File: config.mk
export PLATFORM = sky130hd
export DESIGN_NAME = cc_life_manager
export DESIGN_NICKNAME = d
export VERILOG_FILES = /design/src/rtl/cc_life_manager.sv
export SDC_FILE = /design/constraint.sdc
export NUM_CORES = 1
export LEC_CHECK = 0
export CAP_MARGIN = 20
export CORE_MARGIN = 2
export CORE_UTILIZATION = 40
export DETAILED_ROUTE_END_ITERATION = 8
export GPL_TIMING_DRIVEN = 0
export PLACE_DENSITY_LB_ADDON = 0.1
export SYNTH_ARGS = -nofsm -noshare
export SYNTH_HDL_FRONTEND = slang
export SYNTH_SLANG_ARGS = --single-unit
export TNS_END_PERCENT = 5
File: constraint.sdc
create_clock -name CC_LIFE_MANAGER_CLOCK_50 -period 4.43 [get_ports CC_LIFE_MANAGER_CLOCK_50]
set_input_delay 0.443 -clock CC_LIFE_MANAGER_CLOCK_50 [delete_from_list [all_inputs] [get_ports CC_LIFE_MANAGER_CLOCK_50]]
set_output_delay 0.443 -clock CC_LIFE_MANAGER_CLOCK_50 [all_outputs]
set_load 0.005 [all_outputs]
File: src/rtl/cc_life_manager.sv
// ---------------------------------------------------------------------------
// cc_life_manager
//
// Tracks the frog's remaining lives for the arcade game. A hit costs one life
// and starts a short invulnerability window. Losing the last life ends the
// game, and a new game must be requested with restart. When bonus lives are
// enabled, a bonus event adds one life, saturating at the configured maximum.
//
// Optional feature macro: CC_LIFE_MANAGER_BONUS_EN
//   defined   -> bonus events add lives; hit together with bonus keeps the
//                lives count and still starts invulnerability
//   undefined -> the bonus port is present but has no effect
//
// Ports
//   CC_LIFE_MANAGER_CLOCK_50         in   system clock, rising edge
//   CC_LIFE_MANAGER_RESET_InHigh     in   synchronous reset, active high
//   CC_LIFE_MANAGER_hit_InHigh       in   collision event, one per clock held
//   CC_LIFE_MANAGER_bonus_InHigh     in   extra-life event, one per clock held
//   CC_LIFE_MANAGER_restart_InHigh   in   new-game request
//   CC_LIFE_MANAGER_data_OutBUS      out  current lives count (registered)
//   CC_LIFE_MANAGER_gameover_OutLow  out  0 while the game is over
//   CC_LIFE_MANAGER_invuln_OutHigh   out  1 during the invulnerability window
//   CC_LIFE_MANAGER_lastlife_OutHigh out  1 when one life is left in play
// ---------------------------------------------------------------------------
module cc_life_manager #(
  parameter int LIFEMANAGER_DATAWIDTH     = 4,
  parameter int LIFEMANAGER_INITIAL_LIVES = 3,
  parameter int LIFEMANAGER_MAX_LIVES     = 5,
  parameter int LIFEMANAGER_INVULN_CYCLES = 4
) (
  input  logic                             CC_LIFE_MANAGER_CLOCK_50,
  input  logic                             CC_LIFE_MANAGER_RESET_InHigh,
  input  logic                             CC_LIFE_MANAGER_hit_InHigh,
  input  logic                             CC_LIFE_MANAGER_bonus_InHigh,
  input  logic                             CC_LIFE_MANAGER_restart_InHigh,
  output logic [LIFEMANAGER_DATAWIDTH-1:0] CC_LIFE_MANAGER_data_OutBUS,
  output logic                             CC_LIFE_MANAGER_gameover_OutLow,
  output logic                             CC_LIFE_MANAGER_invuln_OutHigh,
  output logic                             CC_LIFE_MANAGER_lastlife_OutHigh
);

  localparam int DW      = LIFEMANAGER_DATAWIDTH;
  localparam int TIMER_W = $clog2(LIFEMANAGER_INVULN_CYCLES + 1);

  localparam logic [DW-1:0]      INIT_LIVES = DW'(LIFEMANAGER_INITIAL_LIVES);
  localparam logic [DW-1:0]      MAX_LIVES  = DW'(LIFEMANAGER_MAX_LIVES);
  localparam logic [TIMER_W-1:0] TIMER_LOAD = TIMER_W'(LIFEMANAGER_INVULN_CYCLES - 1);

  // Reject parameter sets that would make the lives arithmetic meaningless.
  if (!(LIFEMANAGER_INITIAL_LIVES >= 1 &&
        LIFEMANAGER_INITIAL_LIVES <= LIFEMANAGER_MAX_LIVES &&
        LIFEMANAGER_MAX_LIVES <= (2 ** DW) - 1 &&
        LIFEMANAGER_INVULN_CYCLES >= 1)) begin : g_bad_params
    $error("cc_life_manager: illegal parameters (need 1 <= INITIAL <= MAX <= 2**W-1, INVULN >= 1)");
  end

  typedef enum logic [1:0] {
    ST_ALIVE    = 2'd0,
    ST_INVULN   = 2'd1,
    ST_GAMEOVER = 2'd2
  } state_t;

  state_t             state_q, state_d;
  logic [DW-1:0]      lives_q, lives_d;
  logic [TIMER_W-1:0] timer_q, timer_d;
  logic               bonus_evt;
  logic [DW-1:0]      lives_plus;

`ifdef CC_LIFE_MANAGER_BONUS_EN
  assign bonus_evt = CC_LIFE_MANAGER_bonus_InHigh;
`else
  // Bonus is deliberately ignored in this build; the port stays for pin
  // compatibility.
  logic unused_bonus;
  assign unused_bonus = CC_LIFE_MANAGER_bonus_InHigh;
  assign bonus_evt    = 1'b0;
`endif

  // Saturating increment: never wraps past the ceiling.
  assign lives_plus = (lives_q >= MAX_LIVES) ? lives_q : lives_q + DW'(1);

  // NOTE: every variable gets a default at the top of the combinational
  // block so that no path leaves it unassigned and infers a latch.
  always_comb begin
    state_d = state_q;
    lives_d = lives_q;
    timer_d = timer_q;

    if (CC_LIFE_MANAGER_restart_InHigh) begin
      state_d = ST_ALIVE;
      lives_d = INIT_LIVES;
      timer_d = '0;
    end else begin
      unique case (state_q)
        ST_ALIVE: begin
          if (CC_LIFE_MANAGER_hit_InHigh) begin
            if (bonus_evt) begin
              // Hit and bonus cancel out; the hit still grants invulnerability.
              state_d = ST_INVULN;
              timer_d = TIMER_LOAD;
            end else if (lives_q > DW'(1)) begin
              state_d = ST_INVULN;
              lives_d = lives_q - DW'(1);
              timer_d = TIMER_LOAD;
            end else begin
              state_d = ST_GAMEOVER;
              lives_d = '0;
              timer_d = '0;
            end
          end else if (bonus_evt) begin
            lives_d = lives_plus;
          end
        end

        ST_INVULN: begin
          if (bonus_evt) lives_d = lives_plus;
          // Timer counts LOAD..0 inclusive, so the window lasts exactly
          // LIFEMANAGER_INVULN_CYCLES clocks.
          if (timer_q == '0) state_d = ST_ALIVE;
          else               timer_d = timer_q - TIMER_W'(1);
        end

        ST_GAMEOVER: begin
          lives_d = '0;
        end

        default: begin
          state_d = ST_ALIVE;
          lives_d = INIT_LIVES;
          timer_d = '0;
        end
      endcase
    end
  end

  // Flags are computed from the next-state values so they change on the same
  // edge as the lives count.
  // NOTE: sequential state uses non-blocking assignments so every register
  // samples the pre-edge values regardless of statement order.
  always_ff @(posedge CC_LIFE_MANAGER_CLOCK_50) begin
    if (CC_LIFE_MANAGER_RESET_InHigh) begin
      state_q                          <= ST_ALIVE;
      lives_q                          <= INIT_LIVES;
      timer_q                          <= '0;
      CC_LIFE_MANAGER_gameover_OutLow  <= 1'b1;
      CC_LIFE_MANAGER_invuln_OutHigh   <= 1'b0;
      CC_LIFE_MANAGER_lastlife_OutHigh <= (LIFEMANAGER_INITIAL_LIVES == 1);
    end else begin
      state_q                          <= state_d;
      lives_q                          <= lives_d;
      timer_q                          <= timer_d;
      CC_LIFE_MANAGER_gameover_OutLow  <= (state_d != ST_GAMEOVER);
      CC_LIFE_MANAGER_invuln_OutHigh   <= (state_d == ST_INVULN);
      CC_LIFE_MANAGER_lastlife_OutHigh <= (lives_d == DW'(1)) && (state_d != ST_GAMEOVER);
    end
  end

  assign CC_LIFE_MANAGER_data_OutBUS = lives_q;

endmodule
==> results.py <==
metrics = {
    "run_status": {
        "status": "complete, no violations",
    },
    "power_and_ir_drop": {
        "p_leak_nw": 0.318,
        "ir_worst_vdd_mv": 0.190,
        "clkPwrFrac_pct": 30.2,
        "p_sw_w": 0.0000550,
        "seq_power_share_pct": 53.2,
        "total_power_w": 0.000216,
        "power.density_nw_per_um2": 268,
        "pwr-share-comb_pct": 16.6,
        "p_sw_share_pct": 25.4,
        "intPower_w": 0.000161,
    },
    "floorplanning": {
        "io_pins": 12,
        "core-area_um2": 1540,
        "start_util_pct": 43.8,
        "die_h_um": 45.1,
        "rows": 14,
        "die_area_um2": 2030,
        "die_w_um": 45.1,
    },
    "timing": {
        "finalSetupTns_ps": 0,
        "fin_ws_ps": 2590,
        "min_period_over_period_pct": 41.6,
        "max_freq_ghz": 0.543,
        "slew_viol_final": 0,
        "worst_pin_slew_ps": 469,
        "fin_crit_ps": 1840,
        "setup_viol": 0,
        "max_slew_margin_pct": 68.4,
        "grt_setup_unrepaired": "false",
        "hold_viol_final": 0,
        "finClkSkew_ps": 8.33,
    },
    "yosys": {
        "synth_fp_nets": 88,
        "ys_types": 32,
        "synth_edf_count": 0,
        "ys_warn_count": 0,
        "synth_area_leaders": "dfxtp_1 (36%), ha_1 (7.4%), a21oi_1 (4.5%)",
        "yosysTopAreaCell": "dfxtp_1",
        "async_reset_ff_share_pct": 0,
        "synth_seq_cells": 12,
        "synthTopCellsByCount": "dfxtp_1 (12), nor2_1 (7), a21oi_1 (6), o21ai_0 (6), inv_1 (5)",
        "synth.most_common_cell": "dfxtp_1",
        "syn_inst": 79,
        "synthFlopType": "dfxtp_1",
        "synth_top_area_share_pct": 35.6,
        "syn_area_um2": 674,
        "avgSynthCellArea_um2": 8.54,
        "ys_seq_area_share_pct": 35.6,
    },
    "cts": {
        "cts_buffer_depth": 2,
        "htree_levels": 1,
        "cts_tree": "built",
        "path_clk_slew_ps": 70,
        "cts_resized": 0,
        "cts_hold_buf": 0,
        "cts_setup_buffers": 0,
        "cts_inserted_buffers": 3,
        "numClockSinks": 12,
        "clkLatencyLatePin_ps": 270,
        "cts-root-buf": "clkbuf_4",
    },
    "route": {
        "drtIter0Drc": 13,
        "dr.pass1.iters": 4,
        "num_vias": 611,
        "wl_um": 1360,
        "via_per_inst": 5.71,
        "drc": 0,
        "wl_per_cell_um": 12.7,
        "ant_nets": 0,
    },
    "final_layout": {
        "nets": 102,
        "areaGrowthSynthToFinish_pct": 19.7,
        "final_layout_size_suffix_gt1_share_pct": 9.89,
        "antenna_cells": 0,
        "final_util_pct": 52.4,
    },
    "placed_design": {
        "io_buffers": 9,
        "place_ws_ps": 2600,
        "gp_congestion": 0.746,
        "dp_hpwl_um": 1020,
    },
    "critical_path": {
        "critPathMaxFanout": 8,
        "crit_arrival_ps": 1990,
        "worstSetupPathType": "reg2reg",
        "cp-start-kind": "flop",
        "worst_ep_required_time_ps": 4570,
        "end_kind": "flop",
        "r2r-start": "CC_LIFE_MANAGER_data_OutBUS[0]$_SDFF_PP1_",
        "startpoint": "CC_LIFE_MANAGER_data_OutBUS[0]$_SDFF_PP1_",
    },
    "global_routing": {
        "grt_pass1_wl_um": 2560,
        "antenna_found_initial": 0,
        "grtUsageTotal_pct": 17.5,
        "grt_pass1_vias": 609,
        "grt-ovfl-total": 0,
        "grt_max_degree": 11,
    },
    "worst_hold_path": {
        "hp-class": "reg2reg",
        "worstHoldStart": "timer_q[1]$_SDFFE_PP0P_",
    },
    "job": {
        "cap_viol_max_count": 0,
    },
}
state kept, by name, indices dropped and copies added (netlist names):
name,cells
CC_LIFE_MANAGER_data_OutBUS,4
timer_q,3
state_q,2
CC_LIFE_MANAGER_gameover_OutLow,1
CC_LIFE_MANAGER_invuln_OutHigh,1
CC_LIFE_MANAGER_lastlife_OutHigh,1
worst max-delay path, cell delays in order (launching register included):
cell and delay, ps:
dfxtp_1 460, inv_1 70, ha_1 210, nor2_1 250
o31ai_1 170, o311ai_0 430, nor4_1 120
per-stage QoR:
step	std cells	instance area (um^2)	hold slack, ps
floorplan	79	674	430
global placement	104	785	442
detailed placement	104	785	450
CTS	107	807	461
global route	107	807	490
finish	107	807	459
cell type report:
class	instances	area [um^2]
Buffer	6	31.3
Clock buffer	3	22.5
Fill cell	156	734
Inverter	5	18.8
Multi-Input combinational cell	56	384
Sequential cell	12	240
Tap cell	16	20.0
Timing Repair Buffer	9	90.1
cells in the final DEF, fill, tap and decap left out:
cell type	netlist	routed
nand4bb_1	1	1
buf_6	1	1
clkbuf_1	4	4
nand2_1	3	3
nor4_1	2	2
o22ai_1	1	1
xnor2_1	1	1
dfxtp_1	12	12
or3_1	2	2
or4_1	1	1
nor2b_1	1	1
nor2_1	7	7
a221oi_1	1	1
inv_1	5	5
clkbuf_4	0	3
nor3b_1	1	1
o31a_1	2	2
or4b_4	1	1
o21a_1	1	1
o311ai_0	2	2
ha_1	4	4
nor3_1	2	2
a2111o_1	2	2
o21ai_0	6	6
a21oi_1	6	6
buf_2	1	1
xor2_1	2	2
or4b_2	1	1
or2_2	2	2
o211ai_1	1	1
o31ai_1	1	1
clkdlybuf4s50_1	0	9
and3_1	1	1
o21ai_1	1	1
metal layers:
layer	wire, um	part of all wire [%]	vias to the layer above	GRT usage, %
met4	19	1.4	0	7.06
met3	88	6.5	4	6.40
li1	-	-	311	-
met5	0	0	-	0
met2	586	43	14	28.3
met1	669	49	282	20.9
path summary, 6_finish.rpt:
kind	to	slack [ps]	cells after the start
worst max register to register	CC_LIFE_MANAGER_lastlife_OutHigh$_SDFF_PP0_	2590	6
worst min register to register	timer_q[1]$_SDFFE_PP0P_	460	2
worst min-delay path	timer_q[1]$_SDFFE_PP0P_	460	2
worst max-delay path	CC_LIFE_MANAGER_lastlife_OutHigh$_SDFF_PP0_	2590	6
logic make-up (layout without fill, tap and decap cells):
kind of cell	count (synthesis)	after routing	share of synthesized area [%]
buffers and inverters	11	23	7.42
xor gates and xnor gates	3	3	3.90
AOI/OAI and AO/OA	24	24	23.8
adders and majority gates	4	4	7.42
and+or+nand+nor	25	25	21.9
DFF	12	12	35.6
power groups by stage:
stage | sequential, W | clock, W | combinational [W]
after global placement | 0.000117 | 0 | 0.0000355
after floorplan | 0.000117 | 0 | 0.0000248
after CTS | 0.000115 | 0.0000679 | 0.0000362
final | 0.000115 | 0.0000652 | 0.0000359
after detailed placement | 0.000118 | 0 | 0.0000361
after global routing | 0.000116 | 0.0000725 | 0.0000416
Power figures use the tool's default switching activity.
